`config.mk`:
```
export PLATFORM = sky130hd
export DESIGN_NAME = hazard_ctrl_flat
export DESIGN_NICKNAME = d
export VERILOG_FILES = /design/src/rtl/hazard_ctrl_if.sv /design/src/rtl/hazard_ctrl.sv /design/src/flat_wrapper.sv
export SDC_FILE = /design/constraint.sdc
export NUM_CORES = 1
export LEC_CHECK = 0
export ABC_AREA = 1
export BUFFER_PORTS_ARGS = -buffer_cell sky130_fd_sc_hd__buf_2
export CORE_UTILIZATION = 37
export CTS_CLUSTER_SIZE = 8
export DETAILED_ROUTE_END_ITERATION = 10
export PLACE_DENSITY = 0.8
export SLEW_MARGIN = 20
export SYNTH_ARGS = -nofsm -noshare
export SYNTH_HDL_FRONTEND = slang
export SYNTH_SLANG_ARGS = --single-unit
```
`constraint.sdc`:
```
create_clock -name clk_i -period 1.4 [get_ports clk_i]
set_input_delay 0.28 -clock clk_i [delete_from_list [all_inputs] [get_ports clk_i]]
set_output_delay 0.28 -clock clk_i [all_outputs]
set_load 0.02 [all_outputs]
```
`src/rtl/hazard_ctrl_if.sv`:
```
// Hazard controller bus: ID-stage hazard inputs and the pipeline control outputs.
// The master side (decoder/pipeline) drives the *_i signals; the hazard
// controller (slave) drives the *_o signals.
interface hazard_ctrl_if;
    logic       mem_busy_i;
    logic       idex_memread_i;
    logic [4:0] idex_rt_i;
    logic [4:0] ifid_rs_i;
    logic [4:0] ifid_rt_i;
    logic       is_branch_i;
    logic       branch_taken_i;
    logic       jump_i;
    logic       pc_write_o;
    logic       ifid_write_o;
    logic       if_flush_o;
    logic       idex_bubble_o;
    logic       pipe_hold_o;

    modport master (
        output mem_busy_i, idex_memread_i, idex_rt_i, ifid_rs_i, ifid_rt_i,
               is_branch_i, branch_taken_i, jump_i,
        input  pc_write_o, ifid_write_o, if_flush_o, idex_bubble_o, pipe_hold_o
    );

    modport slave (
        input  mem_busy_i, idex_memread_i, idex_rt_i, ifid_rs_i, ifid_rt_i,
               is_branch_i, branch_taken_i, jump_i,
        output pc_write_o, ifid_write_o, if_flush_o, idex_bubble_o, pipe_hold_o
    );
endinterface

```
`src/rtl/hazard_ctrl.sv`:
```
// Pipeline hazard controller for the IF/ID register and the PC.
// Handles load-use stalls, multi-cycle stalls for branches resolved in ID that
// depend on a load, flushes on taken branches/jumps, and a full freeze while
// data memory is busy. Outputs are combinational from state and inputs.
// Optional performance counters are enabled with the macro HAZARD_PERF_EN;
// without it stall_cnt_o and flush_cnt_o are tied to zero.
module hazard_ctrl #(
    parameter int BR_LU_STALLS = 2,
    parameter int CNT_W        = 32
) (
    input  logic             clk_i,
    input  logic             rst_i,
    hazard_ctrl_if.slave     bus,
    output logic [CNT_W-1:0] stall_cnt_o,
    output logic [CNT_W-1:0] flush_cnt_o
);

    typedef enum logic {RUN, STALL} state_t;

    state_t     state, state_next;
    logic [2:0] cnt, cnt_next;
    logic       haz;
    logic       pc_write, ifid_write, if_flush, idex_bubble, pipe_hold;

    // Load-use hazard: the load in EX writes a register the ID instruction reads
    assign haz = bus.idex_memread_i && (bus.idex_rt_i != 5'd0) &&
                 ((bus.idex_rt_i == bus.ifid_rs_i) || (bus.idex_rt_i == bus.ifid_rt_i));

    // Priority-ordered output decode and next-state selection
    always_comb begin
        state_next  = state;
        cnt_next    = cnt;
        pc_write    = 1'b1;
        ifid_write  = 1'b1;
        if_flush    = 1'b0;
        idex_bubble = 1'b0;
        pipe_hold   = 1'b0;
        if (!rst_i) begin
            pc_write    = 1'b0;
            ifid_write  = 1'b0;
            idex_bubble = 1'b1;
        end else if (bus.mem_busy_i) begin
            pc_write   = 1'b0;
            ifid_write = 1'b0;
            pipe_hold  = 1'b1;
        end else if (state == STALL) begin
            pc_write    = 1'b0;
            ifid_write  = 1'b0;
            idex_bubble = 1'b1;
            cnt_next    = cnt - 3'd1;
            if (cnt == 3'd1) begin
                state_next = RUN;
            end
        end else if (haz) begin
            pc_write    = 1'b0;
            ifid_write  = 1'b0;
            idex_bubble = 1'b1;
            if (bus.is_branch_i && (BR_LU_STALLS > 1)) begin
                cnt_next   = 3'(BR_LU_STALLS - 1);
                state_next = STALL;
            end
        end else if (bus.branch_taken_i || bus.jump_i) begin
            if_flush = 1'b1;
        end
    end

    // State and stall counter register
    always_ff @(posedge clk_i or negedge rst_i) begin
        if (!rst_i) begin
            state <= RUN;
            cnt   <= 3'd0;
        end else begin
            state <= state_next;
            cnt   <= cnt_next;
        end
    end

    assign bus.pc_write_o    = pc_write;
    assign bus.ifid_write_o  = ifid_write;
    assign bus.if_flush_o    = if_flush;
    assign bus.idex_bubble_o = idex_bubble;
    assign bus.pipe_hold_o   = pipe_hold;

`ifdef HAZARD_PERF_EN
    logic [CNT_W-1:0] stall_cnt, flush_cnt;

    // Saturating counters of bubble cycles and flush cycles
    always_ff @(posedge clk_i or negedge rst_i) begin
        if (!rst_i) begin
            stall_cnt <= '0;
            flush_cnt <= '0;
        end else begin
            if (idex_bubble && !bus.mem_busy_i && (stall_cnt != {CNT_W{1'b1}})) begin
                stall_cnt <= stall_cnt + 1'b1;
            end
            if (if_flush && (flush_cnt != {CNT_W{1'b1}})) begin
                flush_cnt <= flush_cnt + 1'b1;
            end
        end
    end

    assign stall_cnt_o = stall_cnt;
    assign flush_cnt_o = flush_cnt;
`else
    assign stall_cnt_o = '0;
    assign flush_cnt_o = '0;
`endif

endmodule

```
`src/flat_wrapper.sv`:
```
// flat-port wrapper written by rule: the top's interface ports become plain ports
module hazard_ctrl_flat 
#(
    parameter int BR_LU_STALLS = 2,
    parameter int CNT_W        = 32
)
  (clk_i, rst_i, stall_cnt_o, flush_cnt_o, bus_mem_busy_i, bus_idex_memread_i, bus_idex_rt_i, bus_ifid_rs_i, bus_ifid_rt_i, bus_is_branch_i, bus_branch_taken_i, bus_jump_i, bus_pc_write_o, bus_ifid_write_o, bus_if_flush_o, bus_idex_bubble_o, bus_pipe_hold_o);
  hazard_ctrl_if bus_i ();
  input  logic clk_i;
  input  logic rst_i;
  output logic [CNT_W-1:0] stall_cnt_o;
  output logic [CNT_W-1:0] flush_cnt_o;
  input wire logic [$bits(bus_i.mem_busy_i)-1:0] bus_mem_busy_i;
  input wire logic [$bits(bus_i.idex_memread_i)-1:0] bus_idex_memread_i;
  input wire logic [$bits(bus_i.idex_rt_i)-1:0] bus_idex_rt_i;
  input wire logic [$bits(bus_i.ifid_rs_i)-1:0] bus_ifid_rs_i;
  input wire logic [$bits(bus_i.ifid_rt_i)-1:0] bus_ifid_rt_i;
  input wire logic [$bits(bus_i.is_branch_i)-1:0] bus_is_branch_i;
  input wire logic [$bits(bus_i.branch_taken_i)-1:0] bus_branch_taken_i;
  input wire logic [$bits(bus_i.jump_i)-1:0] bus_jump_i;
  output wire logic [$bits(bus_i.pc_write_o)-1:0] bus_pc_write_o;
  output wire logic [$bits(bus_i.ifid_write_o)-1:0] bus_ifid_write_o;
  output wire logic [$bits(bus_i.if_flush_o)-1:0] bus_if_flush_o;
  output wire logic [$bits(bus_i.idex_bubble_o)-1:0] bus_idex_bubble_o;
  output wire logic [$bits(bus_i.pipe_hold_o)-1:0] bus_pipe_hold_o;
  assign bus_i.mem_busy_i = bus_mem_busy_i;
  assign bus_i.idex_memread_i = bus_idex_memread_i;
  assign bus_i.idex_rt_i = bus_idex_rt_i;
  assign bus_i.ifid_rs_i = bus_ifid_rs_i;
  assign bus_i.ifid_rt_i = bus_ifid_rt_i;
  assign bus_i.is_branch_i = bus_is_branch_i;
  assign bus_i.branch_taken_i = bus_branch_taken_i;
  assign bus_i.jump_i = bus_jump_i;
  assign bus_pc_write_o = bus_i.pc_write_o;
  assign bus_ifid_write_o = bus_i.ifid_write_o;
  assign bus_if_flush_o = bus_i.if_flush_o;
  assign bus_idex_bubble_o = bus_i.idex_bubble_o;
  assign bus_pipe_hold_o = bus_i.pipe_hold_o;
  hazard_ctrl #(.BR_LU_STALLS(BR_LU_STALLS), .CNT_W(CNT_W)) u_core (.clk_i(clk_i), .rst_i(rst_i), .bus(bus_i), .stall_cnt_o(stall_cnt_o), .flush_cnt_o(flush_cnt_o));
endmodule
```
==> impl_metrics.csv <==
group,metric,value,unit
synth,synth_cell_types,19,
power,ir_drop,676,µV
floorplan,die_h,53.7,µm
placed_design,place_ws,-127,ps
timing,setup-violations-final,4,
synth,ys.flop_type,"dfrtp_1",
power,powerDensity,891,nW/µm²
timing,fmax,667,MHz
clocking,clock_latency,230,ps
worst_setup_path,regToRegEndpoint,"u_core.cnt[2]",
timing,slew_violations,0,
synth,yosysWarnings,0,
route,detail-route-antenna-nets,0,
placed_design,gp_congestion,0.742,
clocking,cts-buffers-inserted,3,
worst_setup_path,required,1120,ps
clocking,clock_sinks,4,
clocking,clk_pin_slew,40,ps
run,max_cap_violations,0,
route,vias_per_cell,3.59,
synth,synth_area_leader_cell,"buf_4",
synth,avgSynthCellArea,6.37,µm²
clocking,h-tree-depth,1,
timing,hold_ws,-36.1,ps
timing,skew,0.179,ps
worst_setup_path,critical_path_class,"in2out",
route,firstDrtPassIters,4,
grt,grt_max_degree,6,
placed_design,place_area,926,µm²
route,wl_per_cell,6.79,µm
hold_path,hold_path.class,"in2async",
route,vias,782,
placed_design,hpwl,1300,µm
synth,seq_area_frac_synth,10.1,%
floorplan,coreArea,2500,µm²
placed_design,dp.cells,211,
grt,antenna_found_initial,0,
route,routed_wl,1480,µm
placed_design,port_buffers,26,
synth,async_flop_share,100,%
route,drc_errors,0,
worst_setup_path,critPathLaunchType,"primary input",
timing,timing.final.ws_setup,-98.9,ps
final_layout,drive_gt1_share,29.3,%
synth,synth_area_leaders,"buf_4, nand2_1, dfrtp_1",
worst_setup_path,cp_max_fo,4,
clocking,cts_tree,"done",
final_layout,area_delta_synth_final,7.60,%
worst_setup_path,r2r_start,"u_core.cnt[0]",
run_status,status,"finished with violations",
worst_setup_path,r2r_setup_slack,330,ps
clocking,cts_root_buffer,"clkbuf_4",
synth,synth_top_area_share,49.4,%
worst_setup_path,rr_worst_depth,6,
clocking,clockBufferDepth,2,
grt,overflow,0,
floorplan,num_rows,18,
timing,fin_crit_sh,107,%
timing,min_period,1500,ps
power,p_leak,0.000699,µW
final_layout,design_area,1060,µm²
worst_setup_path,crit_arrival,1220,ps
timing,rsz0062_at_grt,"true",
run_status,violations,"negative hold slack, negative setup slack",
synth,synthCells,155,
synth,ys_seq_elements,4,
grt,track_usage,10.8,%
timing,finalHoldViolCount,4,
floorplan,start_util,39.5,%
synth,synthesis.area,987,µm²
grt,first_global_vias,609,
floorplan,die_area,2880,µm²
final_layout,finalNonFillerCells,218,
worst_setup_path,critPathCaptureType,"primary output",
final_layout,fin_nets,214,
floorplan,die_w,53.7,µm
worst_setup_path,crit_start,"bus_idex_rt_i[0]",
grt,grt_pass1_wl,2300,µm
route,drt_iter0_drc,9,
synth,synth_edf_count,0,
final_layout,antenna_cells,0,
floorplan,num_io_pins,91,
area by class of cell:
class	count	area [µm²]
sequential	4	100
tap	30	37.5
multi-input combinational	128	589
inverter	21	78.8
fill	264	1440
clock buffer	3	22.5
timing repair buffer	32	234
worst max-delay path by stage:
stage	end	slack, ps	depth (start not counted)
floorplan	bus_pc_write_o	-50	8
global placement	bus_if_flush_o	-170	9
detailed placement	bus_if_flush_o	-130	9
CTS	bus_idex_bubble_o	-90	9
global route	bus_if_flush_o	-170	11
finish	bus_idex_bubble_o	-100	9
synth_stat cells, types with 2 or more instances:
cell     count
ha_1         2
nor2_1      13
xnor2_1      3
inv_2        5
dfrtp_1      4
inv_1       16
nand3_1      5
nand2_1     29
nand2_2      3
nand2_4      2
buf_4       65
cells in the final DEF, fill, tap and decap left out, drive strengths merged, types with 2 or more instances in the layout:
cell type,netlist,layout
xnor2,3,3
clkbuf,0,3
dfrtp,4,4
nor2,13,13
nand3,5,5
nand2,34,34
buf,65,32
conb,1,64
ha,2,2
inv,21,21
report_power, final:
group / total [µW] / leakage [µW] / switching, µW / internal (µW)
combinational: 602 / 0.000635 / 395 / 207
clock: 140 / 0.0000138 / 44.7 / 95.7
sequential: 204 / 0.0000501 / 34.0 / 170
total: 947 / 0.000699 / 474 / 473
routing by layer:
metal	vias to the layer above	share of wire, %	global-route usage, %
met3	2	10	0.847
met5	-	0	0
met4	0	0.95	3.95
li1	398	-	-
met1	324	40	12.7
met2	58	49	20.0
metrics by stage:
step	total power, µW	util, %	TNS, ps
after floorplan	762	-	-46.6
after global placement	742	37.0	-653
after detailed placement	756	37.0	-490
after CTS	946	41.4	-287
after global routing	1040	42.5	-615
final	947	42.5	-244
state kept, by name (all words and copies together) (netlist names):
signal,count
u_core.cnt,3
u_core.state,1
critical path: stages:
cell and delay, ps:
buf_8 110, nor2_4 90, nor2_2 40, nor2_1 100, nand3_1 110, nand2_2 110
nand2_4 60, a31oi_1 130, buf_2 180
kinds of logic (layout without fill, tap and decap cells):
group,after synthesis,after routing,share of synthesized area [%]
compound gates,3,3,1.65
xor+xnor,3,3,2.66
simple gates,56,56,25.2
fa+ha+maj,2,2,2.53
buf+inv,86,56,57.4
flops,4,4,10.1
other cells,1,64,0.380
repair_timing:
action,in CTS,in global routing
buffers inserted,2,2
pin swaps,8,3
endpoints found under the hold margin,4,4
setup endpoints to repair,4,4
gates resized for setup,20,5
Note: power is estimated with default switching activity, not from simulation.
